File: config.mk
export PLATFORM = sky130hd
export DESIGN_NAME = uart_cmd_ctrl_flat
export DESIGN_NICKNAME = d
export VERILOG_FILES = /design/src/rtl/uart_cmd_ctrl_pkg.sv /design/src/rtl/uart_cmd_ctrl_if.sv /design/src/rtl/uart_cmd_timeout.sv /design/src/rtl/uart_cmd_ctrl.sv /design/src/flat_wrapper.sv
export SDC_FILE = /design/constraint.sdc
export NUM_CORES = 1
export LEC_CHECK = 0
export ABC_AREA = 1
export BUFFER_PORTS_ARGS = -buffer_cell sky130_fd_sc_hd__buf_2
export CELL_PAD_IN_SITES_DETAIL_PLACEMENT = 0
export CELL_PAD_IN_SITES_GLOBAL_PLACEMENT = 2
export CORE_UTILIZATION = 32
export DETAILED_ROUTE_END_ITERATION = 7
export PLACE_DENSITY_LB_ADDON = 0.12
export SETUP_SLACK_MARGIN = 0.3
export SYNTH_ARGS = -nofsm -noshare
export SYNTH_HDL_FRONTEND = slang
export SYNTH_SLANG_ARGS = --single-unit
File: constraint.sdc
create_clock -name clk -period 2.35 [get_ports clk]
set_input_delay 0.5875 -clock clk [delete_from_list [all_inputs] [get_ports clk]]
set_output_delay 0.5875 -clock clk [all_outputs]
set_load 0.05 [all_outputs]
File: src/rtl/uart_cmd_ctrl_pkg.sv
// Shared constants for the UART command sequencer: data width, opcodes,
// response byte, error codes and FSM state encoding.
package uart_cmd_ctrl_pkg;

  localparam int unsigned DATA_W = 8;

  localparam logic [DATA_W-1:0] CMD_WR    = 8'hAA;
  localparam logic [DATA_W-1:0] CMD_RD    = 8'hBB;
  localparam logic [DATA_W-1:0] CMD_PING  = 8'hCC;
  localparam logic [DATA_W-1:0] PING_RESP = 8'h55;

  localparam logic [2:0] ERR_CMD     = 3'b001;
  localparam logic [2:0] ERR_ADDR    = 3'b010;
  localparam logic [2:0] ERR_TIMEOUT = 3'b011;
  localparam logic [2:0] ERR_OVERRUN = 3'b100;

  typedef enum logic [2:0] {
    IDLE, WR_ADDR, WR_DATA, RD_ADDR, RD_WAIT, TX_REQ, TX_ACK, TX_DONE
  } state_e;

  // States in which a new RX byte cannot be accepted.
  function automatic logic is_overrun_state(input state_e s);
    return s inside {RD_WAIT, TX_REQ, TX_ACK, TX_DONE};
  endfunction

endpackage

File: src/rtl/uart_cmd_ctrl_if.sv
// UART RX/TX handshake and register-file port of the command sequencer.
// master = sequencer side, slave = UART pair / register file side.
interface uart_cmd_ctrl_if
  import uart_cmd_ctrl_pkg::*;
#(
  parameter int unsigned WIDTH  = DATA_W,
  parameter int unsigned ADDR_W = 4
);
  logic [WIDTH-1:0]  rx_data_in;
  logic              rx_valid_in;
  logic              tx_busy_in;
  logic [WIDTH-1:0]  tx_data_out;
  logic              tx_valid_out;
  logic [ADDR_W-1:0] rf_addr_out;
  logic              rf_wr_en_out;
  logic [WIDTH-1:0]  rf_wr_data_out;
  logic              rf_rd_en_out;
  logic [WIDTH-1:0]  rf_rd_data_in;
  logic              rf_rd_valid_in;
  logic              busy_out;
  logic              err_out;
  logic [2:0]        err_code_out;

  modport master (
    input  rx_data_in, rx_valid_in, tx_busy_in, rf_rd_data_in, rf_rd_valid_in,
    output tx_data_out, tx_valid_out, rf_addr_out, rf_wr_en_out, rf_wr_data_out,
           rf_rd_en_out, busy_out, err_out, err_code_out
  );

  modport slave (
    output rx_data_in, rx_valid_in, tx_busy_in, rf_rd_data_in, rf_rd_valid_in,
    input  tx_data_out, tx_valid_out, rf_addr_out, rf_wr_en_out, rf_wr_data_out,
           rf_rd_en_out, busy_out, err_out, err_code_out
  );
endinterface

File: src/rtl/uart_cmd_timeout.sv
// Per-state watchdog: cleared on state entry, counts while enabled, and
// flags expiry in the cycle the count reaches TIMEOUT-1.
module uart_cmd_timeout #(
  parameter int unsigned TIMEOUT = 50000,
  parameter int unsigned TO_W    = 16
) (
  input  logic clk,
  input  logic reset,
  input  logic clear,
  input  logic enable,
  output logic expire
);
  logic [TO_W-1:0] cnt_q;

  always_ff @(posedge clk or posedge reset) begin
    if (reset)       cnt_q <= '0;
    else if (clear)  cnt_q <= '0;
    else if (enable) cnt_q <= cnt_q + 1'b1;
  end

  assign expire = enable && (cnt_q == TO_W'(TIMEOUT - 1));
endmodule

File: src/rtl/uart_cmd_ctrl.sv
// Command sequencer: parses RX byte frames into write/read/ping commands,
// drives the register-file port and returns single-byte responses over TX.
module uart_cmd_ctrl
  import uart_cmd_ctrl_pkg::*;
#(
  parameter int unsigned WIDTH   = DATA_W,
  parameter int unsigned ADDR_W  = 4,
  parameter int unsigned TIMEOUT = 50000,
  parameter int unsigned TO_W    = 16
) (
  input logic             clk,
  input logic             reset,
  uart_cmd_ctrl_if.master bus
);
  state_e            state_q, state_d;
  logic [WIDTH-1:0]  tx_data_q, tx_data_d, wr_data_q, wr_data_d;
  logic [ADDR_W-1:0] addr_q, addr_d;
  logic [2:0]        err_code_q, err_code_d;
  logic              tx_valid_q, tx_valid_d;
  logic              wr_en_q, wr_en_d;
  logic              rd_en_q, rd_en_d;
  logic              err_q, err_d;
  logic              advance, expire, addr_bad;

  assign addr_bad = |bus.rx_data_in[WIDTH-1:ADDR_W];

  uart_cmd_timeout #(
    .TIMEOUT(TIMEOUT),
    .TO_W   (TO_W)
  ) u_timeout (
    .clk   (clk),
    .reset (reset),
    .clear (state_d != state_q),
    .enable(state_q != IDLE),
    .expire(expire)
  );

  always_comb begin
    state_d    = state_q;
    tx_data_d  = tx_data_q;
    wr_data_d  = wr_data_q;
    addr_d     = addr_q;
    err_code_d = err_code_q;
    tx_valid_d = 1'b0;
    wr_en_d    = 1'b0;
    rd_en_d    = 1'b0;
    err_d      = 1'b0;
    advance    = 1'b0;

    unique case (state_q)
      IDLE: if (bus.rx_valid_in) begin
        advance = 1'b1;
        case (bus.rx_data_in)
          CMD_WR:   state_d = WR_ADDR;
          CMD_RD:   state_d = RD_ADDR;
          CMD_PING: begin
            tx_data_d = PING_RESP;
            state_d   = TX_REQ;
          end
          default: begin
            err_d      = 1'b1;
            err_code_d = ERR_CMD;
          end
        endcase
      end
      WR_ADDR: if (bus.rx_valid_in) begin
        advance = 1'b1;
        if (addr_bad) begin
          err_d      = 1'b1;
          err_code_d = ERR_ADDR;
          state_d    = IDLE;
        end else begin
          addr_d  = bus.rx_data_in[ADDR_W-1:0];
          state_d = WR_DATA;
        end
      end
      WR_DATA: if (bus.rx_valid_in) begin
        advance   = 1'b1;
        wr_en_d   = 1'b1;
        wr_data_d = bus.rx_data_in;
        state_d   = IDLE;
      end
      RD_ADDR: if (bus.rx_valid_in) begin
        advance = 1'b1;
        if (addr_bad) begin
          err_d      = 1'b1;
          err_code_d = ERR_ADDR;
          state_d    = IDLE;
        end else begin
          addr_d  = bus.rx_data_in[ADDR_W-1:0];
          rd_en_d = 1'b1;
          state_d = RD_WAIT;
        end
      end
      RD_WAIT: if (bus.rf_rd_valid_in) begin
        advance   = 1'b1;
        tx_data_d = bus.rf_rd_data_in;
        state_d   = TX_REQ;
      end
      TX_REQ: if (!bus.tx_busy_in) begin
        advance    = 1'b1;
        tx_valid_d = 1'b1;
        state_d    = TX_ACK;
      end
      TX_ACK: if (bus.tx_busy_in) begin
        advance = 1'b1;
        state_d = TX_DONE;
      end
      TX_DONE: if (!bus.tx_busy_in) begin
        advance = 1'b1;
        state_d = IDLE;
      end
      default: state_d = IDLE;
    endcase

    // Overrun only flags; a same-cycle timeout overrides its code and the state.
    if (bus.rx_valid_in && is_overrun_state(state_q)) begin
      err_d      = 1'b1;
      err_code_d = ERR_OVERRUN;
    end
    if (expire && !advance) begin
      state_d    = IDLE;
      err_d      = 1'b1;
      err_code_d = ERR_TIMEOUT;
    end
  end

  always_ff @(posedge clk or posedge reset) begin
    if (reset) begin
      state_q    <= IDLE;
      tx_data_q  <= '0;
      wr_data_q  <= '0;
      addr_q     <= '0;
      err_code_q <= '0;
      tx_valid_q <= 1'b0;
      wr_en_q    <= 1'b0;
      rd_en_q    <= 1'b0;
      err_q      <= 1'b0;
    end else begin
      state_q    <= state_d;
      tx_data_q  <= tx_data_d;
      wr_data_q  <= wr_data_d;
      addr_q     <= addr_d;
      err_code_q <= err_code_d;
      tx_valid_q <= tx_valid_d;
      wr_en_q    <= wr_en_d;
      rd_en_q    <= rd_en_d;
      err_q      <= err_d;
    end
  end

  assign bus.tx_data_out    = tx_data_q;
  assign bus.tx_valid_out   = tx_valid_q;
  assign bus.rf_addr_out    = addr_q;
  assign bus.rf_wr_en_out   = wr_en_q;
  assign bus.rf_wr_data_out = wr_data_q;
  assign bus.rf_rd_en_out   = rd_en_q;
  assign bus.busy_out       = (state_q != IDLE);
  assign bus.err_out        = err_q;
  assign bus.err_code_out   = err_code_q;
endmodule

File: src/flat_wrapper.sv
// flat-port wrapper written by rule: the top's interface ports become plain ports
module uart_cmd_ctrl_flat import uart_cmd_ctrl_pkg::*;
#(
  parameter int unsigned WIDTH   = DATA_W,
  parameter int unsigned ADDR_W  = 4,
  parameter int unsigned TIMEOUT = 50000,
  parameter int unsigned TO_W    = 16
)
  (clk, reset, bus_rx_data_in, bus_rx_valid_in, bus_tx_busy_in, bus_rf_rd_data_in, bus_rf_rd_valid_in, bus_tx_data_out, bus_tx_valid_out, bus_rf_addr_out, bus_rf_wr_en_out, bus_rf_wr_data_out, bus_rf_rd_en_out, bus_busy_out, bus_err_out, bus_err_code_out);
  uart_cmd_ctrl_if #(.WIDTH(WIDTH), .ADDR_W(ADDR_W)) bus_i ();
  input logic clk;
  input logic reset;
  input wire logic [$bits(bus_i.rx_data_in)-1:0] bus_rx_data_in;
  input wire logic [$bits(bus_i.rx_valid_in)-1:0] bus_rx_valid_in;
  input wire logic [$bits(bus_i.tx_busy_in)-1:0] bus_tx_busy_in;
  input wire logic [$bits(bus_i.rf_rd_data_in)-1:0] bus_rf_rd_data_in;
  input wire logic [$bits(bus_i.rf_rd_valid_in)-1:0] bus_rf_rd_valid_in;
  output wire logic [$bits(bus_i.tx_data_out)-1:0] bus_tx_data_out;
  output wire logic [$bits(bus_i.tx_valid_out)-1:0] bus_tx_valid_out;
  output wire logic [$bits(bus_i.rf_addr_out)-1:0] bus_rf_addr_out;
  output wire logic [$bits(bus_i.rf_wr_en_out)-1:0] bus_rf_wr_en_out;
  output wire logic [$bits(bus_i.rf_wr_data_out)-1:0] bus_rf_wr_data_out;
  output wire logic [$bits(bus_i.rf_rd_en_out)-1:0] bus_rf_rd_en_out;
  output wire logic [$bits(bus_i.busy_out)-1:0] bus_busy_out;
  output wire logic [$bits(bus_i.err_out)-1:0] bus_err_out;
  output wire logic [$bits(bus_i.err_code_out)-1:0] bus_err_code_out;
  assign bus_i.rx_data_in = bus_rx_data_in;
  assign bus_i.rx_valid_in = bus_rx_valid_in;
  assign bus_i.tx_busy_in = bus_tx_busy_in;
  assign bus_i.rf_rd_data_in = bus_rf_rd_data_in;
  assign bus_i.rf_rd_valid_in = bus_rf_rd_valid_in;
  assign bus_tx_data_out = bus_i.tx_data_out;
  assign bus_tx_valid_out = bus_i.tx_valid_out;
  assign bus_rf_addr_out = bus_i.rf_addr_out;
  assign bus_rf_wr_en_out = bus_i.rf_wr_en_out;
  assign bus_rf_wr_data_out = bus_i.rf_wr_data_out;
  assign bus_rf_rd_en_out = bus_i.rf_rd_en_out;
  assign bus_busy_out = bus_i.busy_out;
  assign bus_err_out = bus_i.err_out;
  assign bus_err_code_out = bus_i.err_code_out;
  uart_cmd_ctrl #(.WIDTH(WIDTH), .ADDR_W(ADDR_W), .TIMEOUT(TIMEOUT), .TO_W(TO_W)) u_core (.clk(clk), .reset(reset), .bus(bus_i));
endmodule
==> out/qor.yml <==
outcome:
  outcome: "completed"
synthesis:
  ys_seq_area_share_pct: 43.6
  synth_top_flop_cell: "sky130_fd_sc_hd__dfrtp_1"
  synth_edf_count: 0
  post_synth_most_frequent_cells: "sky130_fd_sc_hd__nand2_1 (77), sky130_fd_sc_hd__dfrtp_1 (46), sky130_fd_sc_hd__inv_1 (40), sky130_fd_sc_hd__nor2_1 (40), sky130_fd_sc_hd__nand3_1 (16)"
  post_synth_num_cell_types: 35
  avgSynthCellArea_um2: 8.22
  synth_cell_area_um2: 2640
  synth-seq-cells: 46
  synth.area.top_cells: "sky130_fd_sc_hd__dfrtp_1 (44%), sky130_fd_sc_hd__nand2_1 (11%), sky130_fd_sc_hd__inv_1 (5.7%)"
  ys.warnings.count: 0
  netlist_instances: 321
  post-synth-top-area-cell: "sky130_fd_sc_hd__dfrtp_1"
  synth.net_count: 343
  synth_most_common_cell: "sky130_fd_sc_hd__nand2_1"
  async_reset_ff_share_pct: 100
  synth_largest_type_area_fraction_pct: 43.6
floorplanning:
  chipHeight_um: 92.8
  core_um2: 7850
  io_pins: 49
  fp.dieArea_um2: 8610
  die_width_um: 92.8
  core.rowCount: 32
  initial_utilization_pct: 33.6
routing:
  route.detailed.vias_per_inst: 4.35
  wirelength_um: 5700
  drt_pre_antenna_iters: 4
  dr.first_iter.drc_count: 42
  route.antenna.remaining_nets: 0
  drc: 0
  num_vias: 2099
  routedWlPerCell_um: 11.8
layout:
  final_design_area_no_fill_um2: 3130
  flow.area_growth_from_synthesis_pct: 18.7
  drive_gt1_share_pct: 29.9
  seq_area_um2: 1150
  final_cells: 483
  num-nets-final: 402
  multi_input_area_um2: 1210
  antennaDiodeCount: 0
  fillerInstances: 874
place:
  routabilityCongestion: 0.813
  preCtsSetupSlack_ns: 0.184
  post-dp-hpwl_um: 4360
  placedCellCount: 470
  port_buffers: 48
  dpl-instance-area_um2: 2970
setup_path:
  critical_path_required_ns: 1.76
  critPathMaxFanout: 8
  cp-start-kind: "flip-flop"
  worst_path_dominant_cell_family: "flip-flops"
  cp.arrival_ns: 1.38
  start_to_end_type_of_the_worst_setup_path: "flip-flop to primary output"
  buffer_and_inverter_count_on_the_worst_path: 2
  crit_slowest_cell: "sky130_fd_sc_hd__dfrtp_2"
  kind_of_end_point_of_the_critical_path: "primary output"
  cp_slowest_stage_delay_ns: 0.48
  crit_path_cell_trace: "nor2_8 > nand2_4 > buf_4 > buf_6"
clock_tree:
  clock_tree_from_tritoncts: "yes"
  clkLatencyLatePin_ns: 0.31
  cts.path.max_buffers: 2
  path_clk_slew_ns: 0.10
  cts.htree.levels: 2
  hold_buffers: 0
  clock_sink_count: 46
  numCtsBuffers: 5
  cts_root_buf: "sky130_fd_sc_hd__clkbuf_8"
sta:
  hold_violations: 0
  slew_viol_final: 0
  final.setup.tns_ns: 0
  final_critical_path_setup_slack_ns: 0.380
  max_freq_ghz: 0.507
  timing.final.setup_violations: 0
  rsz_0062_raised_after_global_routing: "false"
  timing.max_slew.rel_slack_pct: 63.0
  min_period_over_period_pct: 83.8
  pin_slew_with_the_least_headroom_to_its_limit_ns: 0.554
  finalCriticalPeriod_ns: 1.97
  worst_clock_skew_ns: 0.00832
power_and_ir_drop:
  total_leakage_power_nw: 1.57
  peak_supply_drop_v: 0.000527
  power_density_nw_per_um2: 1200
  finalPower_w: 0.00377
global_routing:
  grt-ovfl-total: 0
  grt.total_usage_pct: 14.5
  grt_pass1_wl_um: 9690
  antenna_found_initial: 0
  grt_start_max_net_pins: 25
  first_global_vias: 2017
job:
  drv_cap: 0
hold_path:
  hold_path_class: "primary input to asynchronous set/reset pin"
per-layer routing:
metal | GRT usage (%) | part of all wire (%) | vias to the layer above
met1 | 21.0 | 52 | 952
met5 | 0 | 0 | -
met2 | 21.6 | 44 | 32
li1 | - | - | 1110
met4 | 4.23 | 1.1 | 0
met3 | 2.96 | 2.9 | 5
kinds of logic after synthesis:
logic type / Yosys count / synth area share, %
buffers and inverters: 57 / 10.6
AO/OA/AOI/OAI: 29 / 6.21
AND/OR/NAND/NOR: 176 / 35.1
adder cells (fa/ha/maj): 1 / 0.474
XOR/XNOR: 11 / 3.65
flip-flops: 46 / 43.6
multiplexers: 1 / 0.380
worst reg2reg max path, delay by kind of cell, from the launching register on:
kind | cells | cell delay (ns)
adder cells (fa/ha/maj) | 1 | 0.21
buffers and inverters | 2 | 0.24
flip-flops | 1 | 0.39
AND/OR/NAND/NOR | 9 | 0.91
through the flow:
| stage | hold WS [ns] | utilization (%) |
|---|---|---|
| after floorplan | 0.520 | - |
| after global placement | 0.455 | 37.9 |
| after detailed placement | 0.462 | 37.9 |
| after CTS | 0.325 | 39.3 |
| after global routing | 0.350 | 39.9 |
| final | 0.313 | 39.9 |
worst paths after layout:
check	slack, ns	startpoint	depth (start not counted)	end
max	0.38	u_core.state_q[1]$_DFF_PP0_	4	bus_busy_out
min	0.31	reset	2	u_core.u_timeout.cnt_q[0]$_DFFE_PP0P_
max reg2reg	0.49	u_core.u_timeout.cnt_q[1]$_DFFE_PP0P_	12	u_core.u_timeout.cnt_q[11]$_DFFE_PP0P_
min reg2reg	0.49	u_core.bus.rf_wr_data_out[7]$_DFFE_PP0P_	2	u_core.bus.rf_wr_data_out[7]$_DFFE_PP0P_
max in group asynchronous	1.45	reset	3	u_core.bus.tx_data_out[1]$_DFFE_PP0P_
min in group clk	0.49	u_core.bus.rf_wr_data_out[7]$_DFFE_PP0P_	2	u_core.bus.rf_wr_data_out[7]$_DFFE_PP0P_
flip-flops by register name (all words and copies together), names as in the netlist:
name and cells:
u_core.bus.rf_wr_data_out 8, u_core.bus.tx_data_out 8, u_core.bus.rf_addr_out 4, u_core.bus.rf_rd_en_out 1, u_core.bus.err_out 1, u_core.bus.tx_valid_out 1
u_core.bus.err_code_out 3, u_core.u_timeout.cnt_q 16, u_core.bus.rf_wr_en_out 1, u_core.state_q 3
layout make-up:
cell class / count / area share (%)
timing repair buffer: 60 / 11.1
sequential: 46 / 36.8
inverter: 49 / 6.11
multi-input combinational: 218 / 38.7
clock buffer: 5 / 2.20
clock inverter: 3 / 0.919
tap: 102 / 4.08
cells in the final DEF, fill, tap and decap left out, drive strengths merged, types with 2 or more instances in the layout:
master  count
a21oi       5
buf        60
clkbuf      5
clkinv      2
dfrtp      46
inv        50
nand2      84
nand3      23
nand4       3
nor2       56
nor3        9
o21ai      20
xor2       11
repair_timing:
| item | 4_1_cts | 5_1_grt |
|---|---|---|
| resized for setup | 3 | 2 |
| pin swaps | 0 | 1 |
| buffers inserted | 2 | 3 |
| setup endpoints to repair | 17 | 17 |
power by group:
group / internal [W] / total [W] / switching (W) / leakage, nW
clock network: 0.000223 / 0.000538 / 0.000315 / 0.0506
logic: 0.000587 / 0.00208 / 0.00150 / 0.928
registers: 0.00101 / 0.00115 / 0.000140 / 0.594
total: 0.00182 / 0.00377 / 0.00195 / 1.57
Power figures use the tool's default switching activity.
